## config.mk

```make
export PLATFORM = sky130hd
export DESIGN_NAME = router_pkt_src_flat
export DESIGN_NICKNAME = d
export VERILOG_FILES = /design/src/rtl/router_pkt_src_if.sv /design/src/rtl/router_pkt_src.sv /design/src/flat_wrapper.sv
export SDC_FILE = /design/constraint.sdc
export NUM_CORES = 1
export LEC_CHECK = 0
export ABC_AREA = 0
export CORE_ASPECT_RATIO = 1.5
export CORE_MARGIN = 2
export CORE_UTILIZATION = 31
export DETAILED_ROUTE_END_ITERATION = 8
export GPL_TIMING_DRIVEN = 1
export PLACE_DENSITY = 0.49
export SKIP_LAST_GASP = 1
export SYNTH_ARGS = -nofsm -noshare
export SYNTH_HDL_FRONTEND = slang
export SYNTH_SLANG_ARGS = --single-unit
```

## constraint.sdc

```tcl
create_clock -name clock -period 2.4 [get_ports clock]
set_input_delay 0.24 -clock clock [delete_from_list [all_inputs] [get_ports clock]]
set_output_delay 0.24 -clock clock [all_outputs]
set_load 0.1 [all_outputs]
```

## src/rtl/router_pkt_src_if.sv

```systemverilog
// Host-command, payload-write and router-side signals of router_pkt_src.
// master = host/router side, slave = router_pkt_src itself.
interface router_pkt_src_if;
    logic       cmd_valid;
    logic       cmd_ready;
    logic [1:0] cmd_addr;
    logic [5:0] cmd_len;
    logic       wr_valid;
    logic       wr_ready;
    logic [7:0] wr_data;
    logic       busy;
    logic       pkt_valid;
    logic [7:0] pkt_data;
    logic       pkt_done;
    logic       cmd_err;
    logic       inject_err;

    modport master (
        output cmd_valid, cmd_addr, cmd_len, wr_valid, wr_data, busy, inject_err,
        input  cmd_ready, wr_ready, pkt_valid, pkt_data, pkt_done, cmd_err
    );

    modport slave (
        input  cmd_valid, cmd_addr, cmd_len, wr_valid, wr_data, busy, inject_err,
        output cmd_ready, wr_ready, pkt_valid, pkt_data, pkt_done, cmd_err
    );
endinterface

```

## src/rtl/router_pkt_src.sv

```systemverilog
// Packet source for the router: buffers a command's payload, then streams header, payload and parity.
// Optional macro ROUTER_PKT_SRC_ERR_INJ_EN: inject_err at command accept inverts the parity byte.
module router_pkt_src (
    input  logic            clock,
    input  logic            reset,
    router_pkt_src_if.slave bus
);
    typedef enum logic [2:0] {IDLE, LOAD, HDR, PAY, PAR, DONE} state_t;

    state_t     state, state_nxt;
    logic [7:0] header_q;
    logic [7:0] parity_q;
    logic [5:0] wr_idx;
    logic [5:0] rd_idx;
    logic [7:0] pay_buf [0:62];
    logic       run_q;
    logic       err_q;
    logic       cmd_fire;
    logic       cmd_legal;
    logic       wr_fire;
    logic       xfer;
    logic [5:0] last_idx;
    logic [7:0] par_out;

    // Handshakes are qualified from state, not from the ready outputs, to keep the comb path acyclic.
    assign cmd_fire  = (state == IDLE) && run_q && bus.cmd_valid;
    assign cmd_legal = (bus.cmd_len != 6'd0) && (bus.cmd_addr != 2'd3);
    assign wr_fire   = (state == LOAD) && bus.wr_valid;
    assign xfer      = !bus.busy;
    assign last_idx  = header_q[7:2] - 6'd1;
    assign bus.cmd_err = err_q;

`ifdef ROUTER_PKT_SRC_ERR_INJ_EN
    logic inj_q;

    always_ff @(posedge clock or posedge reset) begin
        if (reset) begin
            inj_q <= 1'b0;
        end else if (cmd_fire && cmd_legal) begin
            inj_q <= bus.inject_err;
        end
    end

    assign par_out = inj_q ? ~parity_q : parity_q;
`else
    logic unused_inject_err;

    assign unused_inject_err = bus.inject_err;
    assign par_out = parity_q;
`endif

    always_ff @(posedge clock or posedge reset) begin
        if (reset) begin
            state <= IDLE;
        end else begin
            state <= state_nxt;
        end
    end

    always_comb begin
        state_nxt     = state;
        bus.cmd_ready = 1'b0;
        bus.wr_ready  = 1'b0;
        bus.pkt_valid = 1'b0;
        bus.pkt_data  = '0;
        bus.pkt_done  = 1'b0;
        case (state)
            IDLE: begin
                bus.cmd_ready = run_q;
                if (cmd_fire && cmd_legal) begin
                    state_nxt = LOAD;
                end
            end
            LOAD: begin
                bus.wr_ready = 1'b1;
                if (wr_fire && (wr_idx == last_idx)) begin
                    state_nxt = HDR;
                end
            end
            HDR: begin
                bus.pkt_valid = 1'b1;
                bus.pkt_data  = header_q;
                if (xfer) begin
                    state_nxt = PAY;
                end
            end
            PAY: begin
                bus.pkt_valid = 1'b1;
                bus.pkt_data  = pay_buf[rd_idx];
                if (xfer && (rd_idx == last_idx)) begin
                    state_nxt = PAR;
                end
            end
            PAR: begin
                bus.pkt_data = par_out;
                if (xfer) begin
                    state_nxt = DONE;
                end
            end
            DONE: begin
                bus.pkt_done = 1'b1;
                state_nxt    = IDLE;
            end
            default: state_nxt = IDLE;
        endcase
    end

    // run_q keeps cmd_ready low until the first edge after reset release.
    always_ff @(posedge clock or posedge reset) begin
        if (reset) begin
            header_q <= '0;
            parity_q <= '0;
            wr_idx   <= '0;
            rd_idx   <= '0;
            run_q    <= 1'b0;
            err_q    <= 1'b0;
        end else begin
            run_q <= 1'b1;
            err_q <= 1'b0;
            if (cmd_fire) begin
                if (cmd_legal) begin
                    header_q <= {bus.cmd_len, bus.cmd_addr};
                    parity_q <= {bus.cmd_len, bus.cmd_addr};
                    wr_idx   <= '0;
                    rd_idx   <= '0;
                end else begin
                    err_q <= 1'b1;
                end
            end
            if (wr_fire) begin
                parity_q <= parity_q ^ bus.wr_data;
                wr_idx   <= wr_idx + 6'd1;
            end
            if ((state == PAY) && xfer) begin
                rd_idx <= rd_idx + 6'd1;
            end
        end
    end

    always_ff @(posedge clock) begin
        if (wr_fire) begin
            pay_buf[wr_idx] <= bus.wr_data;
        end
    end
endmodule

```

## src/flat_wrapper.sv

```systemverilog
// flat-port wrapper written by rule: the top's interface ports become plain ports
module router_pkt_src_flat 
  (clock, reset, bus_cmd_valid, bus_cmd_addr, bus_cmd_len, bus_wr_valid, bus_wr_data, bus_busy, bus_inject_err, bus_cmd_ready, bus_wr_ready, bus_pkt_valid, bus_pkt_data, bus_pkt_done, bus_cmd_err);
  router_pkt_src_if bus_i ();
  input  logic clock;
  input  logic reset;
  input wire logic [$bits(bus_i.cmd_valid)-1:0] bus_cmd_valid;
  input wire logic [$bits(bus_i.cmd_addr)-1:0] bus_cmd_addr;
  input wire logic [$bits(bus_i.cmd_len)-1:0] bus_cmd_len;
  input wire logic [$bits(bus_i.wr_valid)-1:0] bus_wr_valid;
  input wire logic [$bits(bus_i.wr_data)-1:0] bus_wr_data;
  input wire logic [$bits(bus_i.busy)-1:0] bus_busy;
  input wire logic [$bits(bus_i.inject_err)-1:0] bus_inject_err;
  output wire logic [$bits(bus_i.cmd_ready)-1:0] bus_cmd_ready;
  output wire logic [$bits(bus_i.wr_ready)-1:0] bus_wr_ready;
  output wire logic [$bits(bus_i.pkt_valid)-1:0] bus_pkt_valid;
  output wire logic [$bits(bus_i.pkt_data)-1:0] bus_pkt_data;
  output wire logic [$bits(bus_i.pkt_done)-1:0] bus_pkt_done;
  output wire logic [$bits(bus_i.cmd_err)-1:0] bus_cmd_err;
  assign bus_i.cmd_valid = bus_cmd_valid;
  assign bus_i.cmd_addr = bus_cmd_addr;
  assign bus_i.cmd_len = bus_cmd_len;
  assign bus_i.wr_valid = bus_wr_valid;
  assign bus_i.wr_data = bus_wr_data;
  assign bus_i.busy = bus_busy;
  assign bus_i.inject_err = bus_inject_err;
  assign bus_cmd_ready = bus_i.cmd_ready;
  assign bus_wr_ready = bus_i.wr_ready;
  assign bus_pkt_valid = bus_i.pkt_valid;
  assign bus_pkt_data = bus_i.pkt_data;
  assign bus_pkt_done = bus_i.pkt_done;
  assign bus_cmd_err = bus_i.cmd_err;
  router_pkt_src u_core (.clock(clock), .reset(reset), .bus(bus_i));
endmodule
```

# ---- Word level (Yosys, flattened, before mapping)
# Memory sizes are Yosys's and may differ from the RTL's.
# Index checks and enable logic that the tools add are counted.
dict set report totals {
  register_bits 33
  latchBits 0
  ram_bits 504
  rom_bits 0
  out_inout_bits 13
  memories 1
}
# memory words width read_ports rd_clocked_by_memory_dff write_ports line
set memory_table {}
lappend memory_table {u_core.pay_buf 63 8 1 0 1 router_pkt_src.sv:15} ;# logic [7:0] pay_buf [0:62];
dict set report op_classes {
  addsub 3
  n_mul 0
  div 0
  n_lt_le_gt_ge 0
  n_eq_ne 13
  shifts 0
  mux 22
  n_bitwise 1
  n_reduce_logical 20
}
# cell n
set op_table {}
lappend op_table {{$mux 6} 4}
lappend op_table {{$mux 8} 3}
lappend op_table {{$pmux 8 s3} 1}
lappend op_table {{$mux 3} 5}
lappend op_table {{$pmux 3 s5} 1}
lappend op_table {{$add 6x1->6 const B} 2}
lappend op_table {{$eq 6x6->1} 2}
lappend op_table {{$ne 2x2->1 const B} 5}
lappend op_table {{$logic_and 1x1->1} 8}
lappend op_table {{$mux 1} 8}
lappend op_table {{$reduce_bool 2->1} 4}
lappend op_table {{$xor 8x8->8} 1}
lappend op_table {{$eq 3x2->1 const B} 2}
lappend op_table {{$eq 3x3->1 const B} 2}
lappend op_table {{$reduce_and 2->1} 3}
lappend op_table {{$reduce_bool 6->1} 1}
lappend op_table {{$sub 6x1->6 const B} 1}
lappend op_table {{$reduce_and 5->1} 1}
lappend op_table {{$eq 3x1->1 const B} 1}
lappend op_table {{$logic_not 3->1} 1}
lappend op_table {{$ne 2x1->1 const B} 1}
lappend op_table {{$reduce_or 2->1} 1}
lappend op_table {{$logic_not 1->1} 1}

# ---- Longest topological paths before layout
dict set report depth {
  ltp_word 6
  ltp_mapped 10
  mapped_depth_nobuf 8
}

# ---- Least setup slack after synthesis
# Ideal clock, no wire load.
dict set report synth_timing {
  kind {register to output}
  from {register u_core.state[1]}
  to {output bus_pkt_data[5]}
  arrival_ns 3.814
  required_time_ns 2.160
  path_slack_ns -1.654
  stages_incl_launch_ff 8
  path_buffers 1
  cell_sequence {dfrtp_1 -> nor2b_1 -> clkbuf_1 -> a22oi_1 -> or2_2 -> o211ai_1 -> nor2_1 -> a21oi_1}
}
dict set report synth_between {
  elab_chain_cells 2
  word_cells_on_any_way 4
  classes_between {eq/ne: 3; mux: 1}
}
# element line
set synth_rtl {}
lappend synth_rtl {{start, declared} router_pkt_src.sv:10} ;# state_t state, state_nxt;
lappend synth_rtl {{start signal, assigned} router_pkt_src.sv:56} ;# state <= state_nxt;
lappend synth_rtl {{$eq 3x3->1 / $eq 3x2->1 (equally long branches)} router_pkt_src.sv:67} ;# case (state)
lappend synth_rtl {{$pmux 8 s3 *} router_pkt_src.sv:67}
lappend synth_rtl {{end, declared} flat_wrapper.sv:17} ;# output wire logic [$bits(bus_i.pkt_data)-1:0] bus_pkt_data;
# Every way passes the cells marked *; elsewhere a longest branch is shown, timed or not.

# ---- Final worst setup path
dict set report layout_timing {
  from {register u_core.rd_idx[0]}
  to {output bus_pkt_data[6]}
}
dict set report layout_between {
  elab_chain_cells 2
}
# element line
set layout_rtl {}
lappend layout_rtl {{start, declared} router_pkt_src.sv:14} ;# logic [5:0] rd_idx;
lappend layout_rtl {{start signal, assigned} router_pkt_src.sv:135} ;# rd_idx <= rd_idx + 6'd1;
lappend layout_rtl {{$mem_v2 63x8} --}
lappend layout_rtl {{$pmux 8 s3} router_pkt_src.sv:67}
# No other way between the ends.

==> results.sh <==
export IMPL_dp_cells=2186
export IMPL_crit_path_max_fanout=14
export IMPL_clk_pin_slew_ps=60
export IMPL_synth_edf_count=504
export IMPL_cap_violations=0
export IMPL_fin_util_pct=38.8
export IMPL_crit_top_cell="buf_12"
export IMPL_ioPinCount=35
export IMPL_p_total_w=0.0289
export IMPL_synth_area_leaders="edfxtp_1 70%, mux4_2 12%, dfrtp_1 3.8%"
export IMPL_outcome="complete, but fails checks"
export IMPL_worst_pin_slew_ps=636
export IMPL_cp_cell_sequence="buf_12 -> buf_12 -> mux4_2 -> mux4_2 -> a221oi_2 -> buf_4 -> o21ai_4 -> buf_12"
export IMPL_start_kind="flop"
export IMPL_routedWlPerCell_um=26.0
export IMPL_post_route_period_util_pct=143
export IMPL_violations="negative setup slack"
export IMPL_final_setup_worst_slack_ps=-1040
export IMPL_drtIter0Drc=828
export IMPL_fin_crit_ps=3440
export IMPL_rows=118
export IMPL_hp_class="in2reg"
export IMPL_power_density_nw_per_um2=1080
export IMPL_cts_inserted_buffers=51
export IMPL_nets=1371
export IMPL_crit_path_max_incr_delay_ps=520
export IMPL_synth_warning_count=0
export IMPL_cts_root_buf="clkbuf_16"
export IMPL_first_pass_iters=5
export IMPL_antenna_left=0
export IMPL_timing_slew_headroom_pct=57.6
export IMPL_rsz0062_at_grt="yes"
export IMPL_drt_wl_total_mm=59.3
export IMPL_ys_types=58
export IMPL_critPathKind="reg2out"
export IMPL_clock_fmax_ghz=0.291
export IMPL_grt_antenna_before_repair=1
export IMPL_die_w_um=220
export IMPL_ir_drop_v=0.000909
export IMPL_worstPathArrival_ps=3200
export IMPL_reg2regPathDepth=5
export IMPL_coreArea_um2=69100
export IMPL_ys_seq_elements=537
export IMPL_area_growth_pct=23.8
export IMPL_die_area_um2=72000
export IMPL_syn_avg_cell_area_um2=18.5
export IMPL_syn_area_um2=21600
export IMPL_critPathRequiredTime_ps=2160
export IMPL_finalNonFillerCells=2282
export IMPL_synthCells=1173
export IMPL_grt_max_degree=45
export IMPL_final_cell_mix="504 x edfxtp_1, 123 x buf_4, 120 x mux4_2"
export IMPL_final_setup_skew_ps=7.66
export IMPL_routabilityCongestion=0.809
export IMPL_slew_violations=0
export IMPL_place_ws_ps=-768
export IMPL_finalHoldViolCount=0
export IMPL_first_global_vias=12000
export IMPL_dp_hpwl_mm=40.5
export IMPL_synth_ff_type="edfxtp_1"
export IMPL_netlist_area_leader_share_pct=69.9
export IMPL_gr_total_overflow=0
export IMPL_io_buffers=33
export IMPL_tns_ps=-7790
export IMPL_grt_pass1_wl_mm=85.8
export IMPL_clk_latency_ps=590
export IMPL_grt_use_total_pct=16.7
export IMPL_path_depth=8
export IMPL_cts_htree_levels=2
export IMPL_cts_max_path_buffers=3
export IMPL_synthesis_nets=1198
export IMPL_clock_sinks=537
export IMPL_drive_above_1_share_pct=34.3
export IMPL_cp_end_kind="output port"
export IMPL_yosysSeqAreaShare_pct=73.7
export IMPL_critPathTopFamily="multiplexers"
export IMPL_finalSetupViolations=8
export IMPL_die_h_um=328
export IMPL_start_util_pct=31.3
export IMPL_via_count=11500
export IMPL_p_leak_nw=8.55
export IMPL_drcViolationCount=0
export IMPL_async_reset_ff_share_pct=6.15
export IMPL_cts_tree="done"
export IMPL_vias_per_cell=5.04
export IMPL_synth_area_leader_cell="edfxtp_1"
export IMPL_critPathSlowestCell="mux4_2"
export IMPL_min_path_cells=1
export IMPL_path_buf_inv=4
export IMPL_final_common_cell="edfxtp_1"
cell families after synthesis:
logic type	count (synthesis)	share of synthesized area (%)
compound gates	123	3.87
mux	166	14.6
other cells	1	0.0173
fa+ha+maj	3	0.173
flops	537	73.7
buf+inv	76	1.70
xor+xnor	15	0.607
simple gates	252	5.29
worst paths after layout:
check	startpoint	endpoint	slack, ps
min reg2reg	u_core.header_q[0]	u_core.header_q[0]	500
max in group asynchronous	reset	u_core.rd_idx[1]	1920
min in group asynchronous	reset	u_core.par_out[5]	90
max	u_core.rd_idx[0]	bus_pkt_data[6]	-1040
max reg2reg	u_core.state[1]	u_core.pay_buf[52][4]	190
min	bus_wr_data[6]	u_core.pay_buf[32][6]	50
sequential cells by signal, summed over array words and instances (netlist names):
| signal | flops |
|---|---|
| u_core.pay_buf | 504 |
| u_core.header_q | 8 |
| u_core.par_out | 8 |
| u_core.rd_idx | 6 |
| u_core.wr_idx | 6 |
| u_core.state | 3 |
| u_core.bus.cmd_err | 1 |
| u_core.run_q | 1 |
Yosys cell counts (6+ instances only):
| cell type | instances |
|---|---|
| edfxtp_1 | 504 |
| mux4_2 | 120 |
| nor2_1 | 97 |
| nand2_1 | 76 |
| mux2i_1 | 46 |
| clkbuf_1 | 33 |
| dfrtp_1 | 33 |
| o21ai_0 | 30 |
| a22oi_1 | 26 |
| nand3_1 | 22 |
| a21oi_1 | 13 |
| buf_2 | 12 |
| buf_4 | 12 |
| o211ai_1 | 11 |
| nor3_1 | 10 |
| buf_1 | 9 |
| xnor2_1 | 9 |
| a311oi_1 | 6 |
| nor2b_1 | 6 |
| xor2_1 | 6 |
power by group:
| part | internal, W | switching [W] | total [W] |
|---|---|---|---|
| Sequential | 0.0106 | 0.000368 | 0.0110 |
| Clock | 0.00464 | 0.00345 | 0.00809 |
| Combinational | 0.00449 | 0.00535 | 0.00984 |
| Total | 0.0197 | 0.00917 | 0.0289 |
per-layer routing:
| metal | track usage (%) | share of wire [%] | vias up |
|---|---|---|---|
| li1 | - | - | 5081 |
| met1 | 20.3 | 40 | 6099 |
| met2 | 30.8 | 54 | 226 |
| met3 | 1.81 | 3.2 | 87 |
| met4 | 4.99 | 2.7 | 0 |
| met5 | 0 | 0 | - |
repair_timing:
item	CTS	global route
hold endpoints to repair	4	0
endpoints found under the setup margin	8	9
cloned	0	1
buffers inserted	1	4
resized for setup	17	5
pin swaps	2	2
hold buffers	1	0
per-stage QoR:
step,instance area (um2),hold WS [ps]
4_1_cts,26700,29.4
3_3_place_gp,25000,465
6_report,26800,47.0
3_5_place_dp,25000,480
2_1_floorplan,22400,339
5_1_grt,26800,39.3
cell type report:
type	instances	area (um2)
well taps	900	1130
diodes	1	2.50
flip-flops and latches	537	16000
multi-input cells	560	6030
clock buffers	59	1350
repair buffers	189	2010
fillers	6263	42300
clock inverters	29	290
inverters	7	26.3
No activity file was read; power rests on OpenSTA's default activity.
